File: config.mk
export PLATFORM = sky130hd
export DESIGN_NAME = cpu_ctl_seq
export DESIGN_NICKNAME = d
export VERILOG_FILES = /design/src/rtl/cpu_ctl_seq.sv
export SDC_FILE = /design/constraint.sdc
export NUM_CORES = 1
export LEC_CHECK = 0
export ABC_CLOCK_PERIOD_IN_PS = 4900
export BUFFER_PORTS_ARGS = -buffer_cell sky130_fd_sc_hd__buf_4
export CORE_MARGIN = 2
export CORE_UTILIZATION = 55
export DETAILED_ROUTE_END_ITERATION = 6
export GPL_ROUTABILITY_DRIVEN = 0
export PLACE_DENSITY = 0.88
export SYNTH_ARGS = -nofsm -noshare
export SYNTH_HDL_FRONTEND = slang
export SYNTH_SLANG_ARGS = --single-unit
export TNS_END_PERCENT = 30
File: constraint.sdc
create_clock -name clk -period 4.9 [get_ports clk]
set_input_delay 0.98 -clock clk [delete_from_list [all_inputs] [get_ports clk]]
set_output_delay 0.98 -clock clk [all_outputs]
set_load 0.1 [all_outputs]
File: src/rtl/cpu_ctl_seq.sv
// cpu_ctl_seq: 8-step fetch/execute sequencer with registered datapath strobes for the 8-bit RISC CPU.
module cpu_ctl_seq (
  input  logic       clk,
  input  logic       rst,
  input  logic       ena,
  input  logic [2:0] opcode,
  input  logic       zero,
  output logic       inc_pc,
  output logic       load_acc,
  output logic       load_pc,
  output logic       rd,
  output logic       wr,
  output logic       load_ir,
  output logic       datactl_ena,
  output logic       halt,
  output logic [2:0] state
);
  localparam logic [2:0] OP_HLT = 3'd0;
  localparam logic [2:0] OP_SKZ = 3'd1;
  localparam logic [2:0] OP_ADD = 3'd2;
  localparam logic [2:0] OP_AND = 3'd3;
  localparam logic [2:0] OP_XOR = 3'd4;
  localparam logic [2:0] OP_LDA = 3'd5;
  localparam logic [2:0] OP_STO = 3'd6;
  localparam logic [2:0] OP_JMP = 3'd7;
  typedef enum logic [2:0] {S0, S1, S2, S3, S4, S5, S6, S7} state_t;
  state_t     cur, nxt;
  logic       run, run_n, halted, halted_n, act;
  logic [2:0] op_q, op_n;
  logic       alu, skz, sto, jmp;
  logic       inc_pc_n, load_acc_n, load_pc_n, rd_n, wr_n, load_ir_n, dctl_n;
  // run marks an instruction in flight; while clear, the first enabled edge enters S0 rather than advancing
  always_comb begin
    nxt      = cur;
    run_n    = run;
    halted_n = halted;
    op_n     = op_q;
    act      = ena && !halted;
    if (halted) nxt = S3;
    else if (!ena) begin
      nxt   = S0;
      run_n = 1'b0;
    end else begin
      nxt   = run ? state_t'(cur + 3'd1) : S0;
      run_n = 1'b1;
    end
    if (act && nxt == S3) begin
      op_n     = opcode;
      halted_n = opcode == OP_HLT;
    end
    alu        = op_n inside {OP_ADD, OP_AND, OP_XOR, OP_LDA};
    skz        = op_n == OP_SKZ;
    sto        = op_n == OP_STO;
    jmp        = op_n == OP_JMP;
    inc_pc_n   = act && (nxt inside {S0, S1, S3} || (nxt == S5 && (jmp || (skz && zero))) || (nxt == S7 && skz && zero));
    rd_n       = act && (nxt inside {S0, S1} || (alu && nxt inside {S4, S5, S6}));
    load_ir_n  = act && nxt inside {S0, S1};
    load_acc_n = act && alu && nxt == S5;
    load_pc_n  = act && jmp && nxt inside {S4, S5};
    wr_n       = act && sto && nxt == S5;
    dctl_n     = act && sto && nxt inside {S4, S5, S6};
  end
  always_ff @(posedge clk or negedge rst) begin
    if (!rst) begin
      cur         <= S0;
      run         <= 1'b0;
      halted      <= 1'b0;
      op_q        <= 3'd0;
      inc_pc      <= 1'b0;
      load_acc    <= 1'b0;
      load_pc     <= 1'b0;
      rd          <= 1'b0;
      wr          <= 1'b0;
      load_ir     <= 1'b0;
      datactl_ena <= 1'b0;
      halt        <= 1'b0;
    end else begin
      cur         <= nxt;
      run         <= run_n;
      halted      <= halted_n;
      op_q        <= op_n;
      inc_pc      <= inc_pc_n;
      load_acc    <= load_acc_n;
      load_pc     <= load_pc_n;
      rd          <= rd_n;
      wr          <= wr_n;
      load_ir     <= load_ir_n;
      datactl_ena <= dctl_n;
      halt        <= halted_n;
    end
  end
  assign state = cur;
endmodule
After elaboration in Yosys (flattened, before gate mapping)
Index checks and enable logic that the tools add are counted.
Widths: inputs -> output; s select.

storage, ports and cells
  flip-flop bits (word level) = 15
  bits of input ports = 7
  output and inout bits = 11
  word-level logic and storage cells = 59

operators by class
  add/sub/neg operators = 1
  eq/ne operators = 13
  muxes and demuxes = 5
  reduce and logical (&&, ||, !) cells = 29

operator list
  operator             number
  $eq 3x3->1 const B   8
  $logic_and 1x1->1    17
  $mux 3               4
  $eq 3x2->1 const B   3
  $eq 3x1->1 const B   2
  $logic_not 3->1      2
  $reduce_bool 3->1    2
  $logic_or 1x1->1     4
  $reduce_bool 2->1    2
  $reduce_bool 4->1    1
  $add 3x1->3 const B  1
  $logic_not 1->1      1
  $mux 1               1

Longest topological paths before layout
Gate-level depths: netlist of run 1.

  word-level depth = 14
  gate-level depth with buffers = 6

Least setup slack after synthesis of run 1
OpenSTA, ideal clock, no wires.

  path type = register -> register
  start point = register cur[0] (netlist: state[0])
  end point = register op_q[1]
  arrival time = 2380 ps
  data required time = 4775 ps
  setup slack = 2395 ps
  cell stages (with the launch flop) = 6
  path buffers = 1
  path through = dfrtp_1 > ha_1 > xor2_4 > or3_1 > buf_6 > mux2_4

on the way
  cells in the longest elaborated chain, start to end = 7

ends and longest elaborated chain
  what                    RTL line  text
  from (decl)             27        state_t cur, nxt;
  from (signal assigned)  78        cur <= nxt;
  $add 3x1->3             44        nxt = run ? state_t'(cur + 3'd1) : S0;
  $mux 3                  44
  $mux 3                  40        else if (!ena) begin
  $mux 3                  39        if (halted) nxt = S3;
  $eq 3x2->1              47        if (act && nxt == S3) begin
  $logic_and 1x1->1       47
  $mux 3                  47
  net op_n[1]             29        logic [2:0] op_q, op_n;
  to (signal assigned)    81        op_q <= op_n;
  to (decl)               29

The timed path passes the listed nets, and every way through them passes these cells.
A chain may end at the register's enable or synchronous reset.

Final worst setup path of run 1
  start point = register cur[0] (netlist: state[0])
  end point = output port state[0]

RTL lines
  what       RTL line  text
  to (decl)  16        output logic [2:0] state

No word-level cell between the ends.

==> results by group, run 1 <==
Placed design
  • Cell Area, Placed: 916 sq um
  • Port Buffers: 17
  • Place WS: 2690 ps
  • Detailed-placement wirelength estimate: 1070 um

Logic synthesis
  • Yosys Warn Count: 0
  • Synth area leader: dfrtp_1
  • Ys flop type: dfrtp_1
  • Post-Syn Instances: 64
  • Synth async-reset ratio: 100%
  • Synth area leaders: dfrtp_1 48%, mux2_4 5.8%, xor2_4 3.5%
  • Syn_nets: 72
  • Seq cells post-synth: 15
  • Top-count cell post-synth: dfrtp_1
  • Avg Cell Area, Syn: 12.2 sq um
  • Most instantiated cells after synthesis: 15 x dfrtp_1, 4 x inv_1, 4 x o21ai_0
  • Post-synthesis sequential area ratio: 48.1%
  • Area share of the largest cell type after synthesis: 48.1%
  • Cell area after synthesis: 781 sq um
  • Yosys cell types: 34
  • EDFF count, synth: 0

Clocking
  • TritonCTS Buffers: 3
  • CTS max path bufs: 2
  • Clk pin slew, worst setup/hold paths: 90 ps
  • # clock sinks: 15
  • Post-CTS Resized: 0
  • CTS Hold Buffers Added: 0
  • Clock tree root driver cell: clkbuf_4
  • Worst-skew pair later-pin latency: 280 ps
  • TritonCTS clock tree: yes
  • Post-CTS setup buffer count: 0
  • H-tree levels: 1

Layout
  • Finished Cell Area: 943 sq um
  • Nets@finish: 93
  • ANT cells: 0
  • Layout cells sized above 1: 38.1%
  • Area delta synth->final: 20.8%

Detailed routing
  • Avg WL per Cell: 13.6 um
  • TritonRoute pass-1 iters: 3
  • Remaining antenna violation count after routing: 0
  • Drc violations: 0
  • Final wirelength: 1350 um
  • Drt initial violations: 3
  • Via-per-instance ratio: 5.70
  • Via count: 564

Critical path
  • Crit path largest cell delay: 500 ps
  • Startpoint Class: flip-flop
  • Worst-path fanout max: 10
  • Slowest CP cell: dfrtp_1
  • Crit path max-delay family: flip-flops
  • CP required: 3920 ps
  • Reg2Reg Setup Slack: 2810 ps
  • Worst setup path class: reg -> out
  • WP data arrival: 1130 ps
  • Setup crit end kind: output pin
  • WP buf/inv: 1
  • Critical-path cell list: buf_4

STA
  • Final hold vios: 0
  • Crit share post-route: 43.0%
  • Layout Skew: 3.92 ps
  • RSZ-0062 raised after global routing: no
  • Max_slew headroom: 75.7%
  • Max Freq: 0.475 GHz
  • Slack of the critical path: 2790 ps
  • Final setup fails: 0
  • Minimum clock period: 2110 ps
  • Setup TNS: 0 ps
  • Fin. max-slew vios: 0
  • Fin Hold WS: 536 ps
  • Worst slew pin tran: 364 ps

Floorplanning
  • Starting Density: 59.3%
  • I/O pin count: 18
  • Die W: 41.7 um
  • Die H: 41.7 um
  • Floorplan row count: 13
  • Core Area: 0.00132 sq mm
  • Full die area: 0.00174 sq mm

GRT
  • Met2 Use GR: 26.6%
  • Global-route wire length before repair: 2350 um
  • Total GRT Usage: 17.7%
  • Top Usage Layer GRT: met2
  • Pin count of the biggest net entering global routing: 16
  • Initial antenna violation count: 0
  • Vias in the first global route: 530
  • Gr ovfl total: 0
  • M1 GR Usage: 24.6%
  • Met3 Track Usage GR: 4.78%

Hold path
  • Worst hold path type: in -> async

Run status
  • Status: finished, final reports clean

Run
  • MaxCap Viol Count: 0
## per-layer routing
| metal | routed length (um) | up-vias |
|---|---|---|
| li1 | - | 275 |
| met1 | 628 | 270 |
| met2 | 630 | 15 |
| met3 | 60 | 4 |
| met4 | 31 | 0 |
| met5 | 0 | - |
## kinds of logic (layout without fill, tap and decap cells)
| group | count (synthesis) | after routing | share of synthesized area, % |
|---|---|---|---|
| AOI/OAI and AO/OA | 18 | 18 | 16.8 |
| and+or+nand+nor | 18 | 18 | 17.3 |
| DFF | 15 | 15 | 48.1 |
| buffers and inverters | 5 | 25 | 3.36 |
| muxes | 4 | 4 | 7.05 |
| xor gates and xnor gates | 3 | 3 | 5.77 |
| adders and majority gates | 1 | 1 | 1.60 |
## final timing paths
check                           depth (start not counted)      from        to
worst max-delay path                                    1  state[0]  state[0]
worst min register to register                          2   op_q[0]   load_pc
worst max register to register                          5  state[0]  load_acc
min in group clk                                        2   op_q[0]   load_pc
max in group asynchronous                               1       rst        wr
worst min-delay path                                    1       rst   load_ir
## registers in the layout, indices dropped and copies added (netlist names)
signal and cells:
datactl_ena 1, op_q 3, state 3, run 1, load_ir 1, inc_pc 1, load_pc 1, load_acc 1
halted 1, rd 1, wr 1
## area by class of cell
type	count	area, sq um
multi-input combinational	44	379
sequential	15	375
fill	94	374
timing repair buffer	17	128
clock buffer	3	22.5
tap	15	18.8
inverter	4	15.0
clock inverter	1	5.00
## cells in the final DEF, fill, tap and decap left out, types with 2 or more instances in the layout
master / instances
o21bai_1: 3
buf_4: 17
xor2_1: 2
mux2_4: 3
a21oi_1: 2
inv_1: 4
nand2_1: 3
clkbuf_4: 3
and2_1: 2
o21ai_0: 4
nor4_1: 2
dfrtp_1: 15
## stage by stage
stage                     utilization, %  instances
after floorplan                        -         64
after global placement              69.5         95
after detailed placement            69.5         95
after CTS                           71.6         99
after global routing                71.6         99
final                               71.6         99
Power of run 1 is left out: the tool's default activity adds up to more than one toggle a clock period on the data nets, which glitch-free logic cannot reach.
==> run 2: changes to the inputs <==
--- a/config.mk
+++ b/config.mk
@@ -5,13 +5,14 @@
 export SDC_FILE = /design/constraint.sdc
 export NUM_CORES = 1
 export LEC_CHECK = 0
-export ABC_CLOCK_PERIOD_IN_PS = 4900
+export ABC_AREA = 1
+export ABC_CLOCK_PERIOD_IN_PS = 2200
 export BUFFER_PORTS_ARGS = -buffer_cell sky130_fd_sc_hd__buf_4
 export CORE_MARGIN = 2
-export CORE_UTILIZATION = 55
+export CORE_UTILIZATION = 50
 export DETAILED_ROUTE_END_ITERATION = 6
 export GPL_ROUTABILITY_DRIVEN = 0
-export PLACE_DENSITY = 0.88
+export PLACE_DENSITY = 0.82
 export SYNTH_ARGS = -nofsm -noshare
 export SYNTH_HDL_FRONTEND = slang
 export SYNTH_SLANG_ARGS = --single-unit
==> constraint.sdc (replaced) <==
create_clock -name clk -period 2.2 [get_ports clk]
set_input_delay 0.44 -clock clk [delete_from_list [all_inputs] [get_ports clk]]
set_output_delay 0.44 -clock clk [all_outputs]
set_load 0.1 [all_outputs]
==> run 2 against run 1 <==
Register-to-register slack got worse by 2400 ps. Flip-flop and latch count did not move. Via count rose by 4.6%. Critical path depth rose by 11. Non-clock buffer count rose by 1. Clock-buffer cell count did not move. Worst setup slack got worse by 2400 ps. Cell area fell by 0.40%. Synthesized cell count rose by 30%. Worst hold slack got worse by 190 ps. Die area rose by 5.5%. Wire length rose by 2.4%.
==> results by group, run 2 <==
Run status
  • Status: finished, final reports clean

Pwr
  • Pwr dens: 482 mW/mm^2
  • Clock power frac: 34.9%
  • Net Sw Frac: 22.3%
  • Peak supply drop: 274 uV
  • Comb power frac: 4.2%
  • Switching power total: 101 uW
  • P_int: 352 uW
  • Leak: 0.000498 uW
  • Sequential share of power: 60.8%

Critical path
  • Crit path max-delay family: simple AND/OR/NAND/NOR gates
  • FF-to-FF Start: state[0]
  • CP required: 2430 ps (-1490 ps)
  • Slowest CP cell: dfrtp_2
  • Worst-path fanout max: 7 (-3)
  • WP data arrival: 2020 ps (+890 ps)
  • Worst setup path class: reg -> reg
  • Crit path largest cell delay: 440 ps (-60 ps)
  • Critical-path cell list: ha_1, nand3_2, nand2_2, nand2_4, clkinv_1, nand3_1, nand2_2, nor2_2, nand2_1, nand2_1, nand2_1, nand2_1
  • Setup crit end kind: flip-flop
  • Startpoint Class: flip-flop
  • Reg2Reg Setup Slack: 400 ps (-2410 ps)
  • Most frequent CP cell: nand2_1
  • Reg2reg end: inc_pc
  • WP buf/inv: 1 (unchanged)
  • Worst R2R Path Depth: 12 (+7)

Hold path
  • Min-delay src: opcode[0]
  • Min-Delay Endpoint: halted
  • Worst hold path type: in -> reg
  • Hold path depth: 2

Logic synthesis
  • Yosys Warn Count: 0 (unchanged)
  • Seq cells post-synth: 15 (unchanged)
  • Post-Syn Instances: 83 (+30%)
  • Yosys cell types: 22 (-35%)
  • EDFF count, synth: 0 (unchanged)
  • Avg Cell Area, Syn: 9.07 sq um (-26%)
  • Post-synthesis sequential area ratio: 49.8% (+1.8 points)
  • Top-count cell post-synth: nand2_1
  • Synth async-reset ratio: 100% (unchanged)
  • Area share of the largest cell type after synthesis: 49.8% (+1.8 points)
  • Syn_nets: 91 (+26%)
  • Synth area leader: dfrtp_1
  • Cell area after synthesis: 753 sq um (-3.5%)
  • Ys flop type: dfrtp_1
  • Synth area leaders: dfrtp_1 50%, nand2_1 8.5%, nand2_2 6.6%
  • Most instantiated cells after synthesis: 17 x nand2_1, 15 x dfrtp_1, 12 x inv_1, 8 x nand2_2, 5 x nor2_1

Clocking
  • Post-CTS setup buffer count: 0 (unchanged)
  • TritonCTS clock tree: yes
  • Clk pin slew, worst setup/hold paths: 90 ps (about the same)
  • H-tree levels: 1 (unchanged)
  • CTS max path bufs: 2 (unchanged)
  • # clock sinks: 15 (unchanged)
  • TritonCTS Buffers: 3 (unchanged)
  • Worst-skew pair later-pin latency: 280 ps (about the same)
  • Clock tree root driver cell: clkbuf_4

STA
  • Minimum clock period: 1800 ps
  • Slack of the critical path: 405 ps (-2390 ps)
  • Fin. max-slew vios: 0 (unchanged)
  • Final setup fails: 0 (unchanged)
  • Crit share post-route: 81.6%
  • Max_slew headroom: 79.8% (+4.1 points)
  • Max Freq: 0.557 GHz
  • RSZ-0062 raised after global routing: no
  • Layout Skew: 0.361 ps (-3.56 ps)
  • Worst slew pin tran: 301 ps (-63.4 ps)
  • Final hold vios: 0 (unchanged)
  • Setup TNS: 0 ps (unchanged)

Floorplanning
  • Core Area: 0.00145 sq mm (+10%)
  • Floorplan row count: 14 (+1)
  • Starting Density: 51.8% (-7.5 points)
  • Die H: 42.8 um (+2.7%)
  • I/O pin count: 18 (unchanged)
  • Die W: 42.8 um (+2.7%)
  • Full die area: 0.00183 sq mm (+5.5%)

Layout
  • Nets@finish: 114 (+23%)
  • Post-layout util: 64.6% (-7.0 points)
  • Area delta synth->final: 24.8%
  • Commonest non-fill, non-tap cells in the layout: 17 x nand2_1, 17 x buf_4, 14 x dfrtp_1
  • Layout cells sized above 1: 41.0% (+2.9 points)
  • ANT cells: 0 (unchanged)

Run
  • MaxCap Viol Count: 0 (unchanged)

Detailed routing
  • Drt initial violations: 19 (+16)
  • Final wirelength: 1380 um (+2.4%)
  • TritonRoute pass-1 iters: 4 (+1)
  • Avg WL per Cell: 11.4 um (-16%)
  • Drc violations: 0 (unchanged)
  • Via count: 590 (+4.6%)
  • Via-per-instance ratio: 4.88 (-14%)
  • Remaining antenna violation count after routing: 0 (unchanged)

Placed design
  • Detailed-placement wirelength estimate: 1090 um (+1.9%)
  • Port Buffers: 17 (unchanged)
  • Place WS: 419 ps (-2270 ps)

GRT
  • Pin count of the biggest net entering global routing: 16 (unchanged)
  • Vias in the first global route: 543 (+2.5%)
  • Initial antenna violation count: 0 (unchanged)
  • Gr ovfl total: 0 (unchanged)
  • Total GRT Usage: 16.7% (-1.0 points)
  • Global-route wire length before repair: 2240 um (-4.4%)
[run 2: kinds of logic after synthesis]
group / count (synthesis) / share of synthesized area [%]
buffers and inverters: 15 / 7.47
DFF: 15 / 49.8
AOI/OAI and AO/OA: 8 / 8.97
and+or+nand+nor: 44 / 32.1
adders and majority gates: 1 / 1.66
[run 2: worst max-delay path by stage]
stage	cells after the start	to	start
3_3_place_gp	12	inc_pc	state[0]
2_1_floorplan	12	inc_pc	state[1]
5_1_grt	12	inc_pc	state[0]
3_5_place_dp	12	inc_pc	state[0]
4_1_cts	12	inc_pc	state[0]
6_report	12	inc_pc	state[0]
[run 2: repair_timing]
| item | 4_1_cts | 5_1_grt |
|---|---|---|
| hold buffers | 1 | 0 |
| resized for setup | 0 | 0 |
| endpoints found under the hold margin | 15 | 0 |
[run 2: metrics by stage]
step                cells  hold slack [ps]  power (uW)  area, sq um
floorplan              83              144         283          754
global placement      116              301         299          902
CTS                   121              342         456          940
detailed placement    116              304         299          902
global route          121              343         472          940
finish                121              342         453          940
[run 2: cell type report]
| cell class | count | area (sq um) |
|---|---|---|
| clock inverters | 1 | 5.00 |
| multi-input cells | 53 | 322 |
| flip-flops and latches | 15 | 377 |
| repair buffers | 18 | 138 |
| inverters | 15 | 56.3 |
| clock buffers | 3 | 22.5 |
| well taps | 16 | 20.0 |
| fillers | 109 | 514 |
[run 2: metal layers]
layer	track usage (%)	share of wire, %
met2	27.6	49
met5	0	0
met4	7.50	0.72
met1	20.4	43
met3	4.26	7.2
[run 2: power groups by stage]
stage	clock network [uW]	logic, uW	registers (uW)
floorplan	0	2.41	281
global placement	0	17.7	281
detailed placement	0	18.3	281
CTS	161	19.6	275
global route	175	22.1	276
finish	158	19.2	275
(Power assumes the default switching activity.)
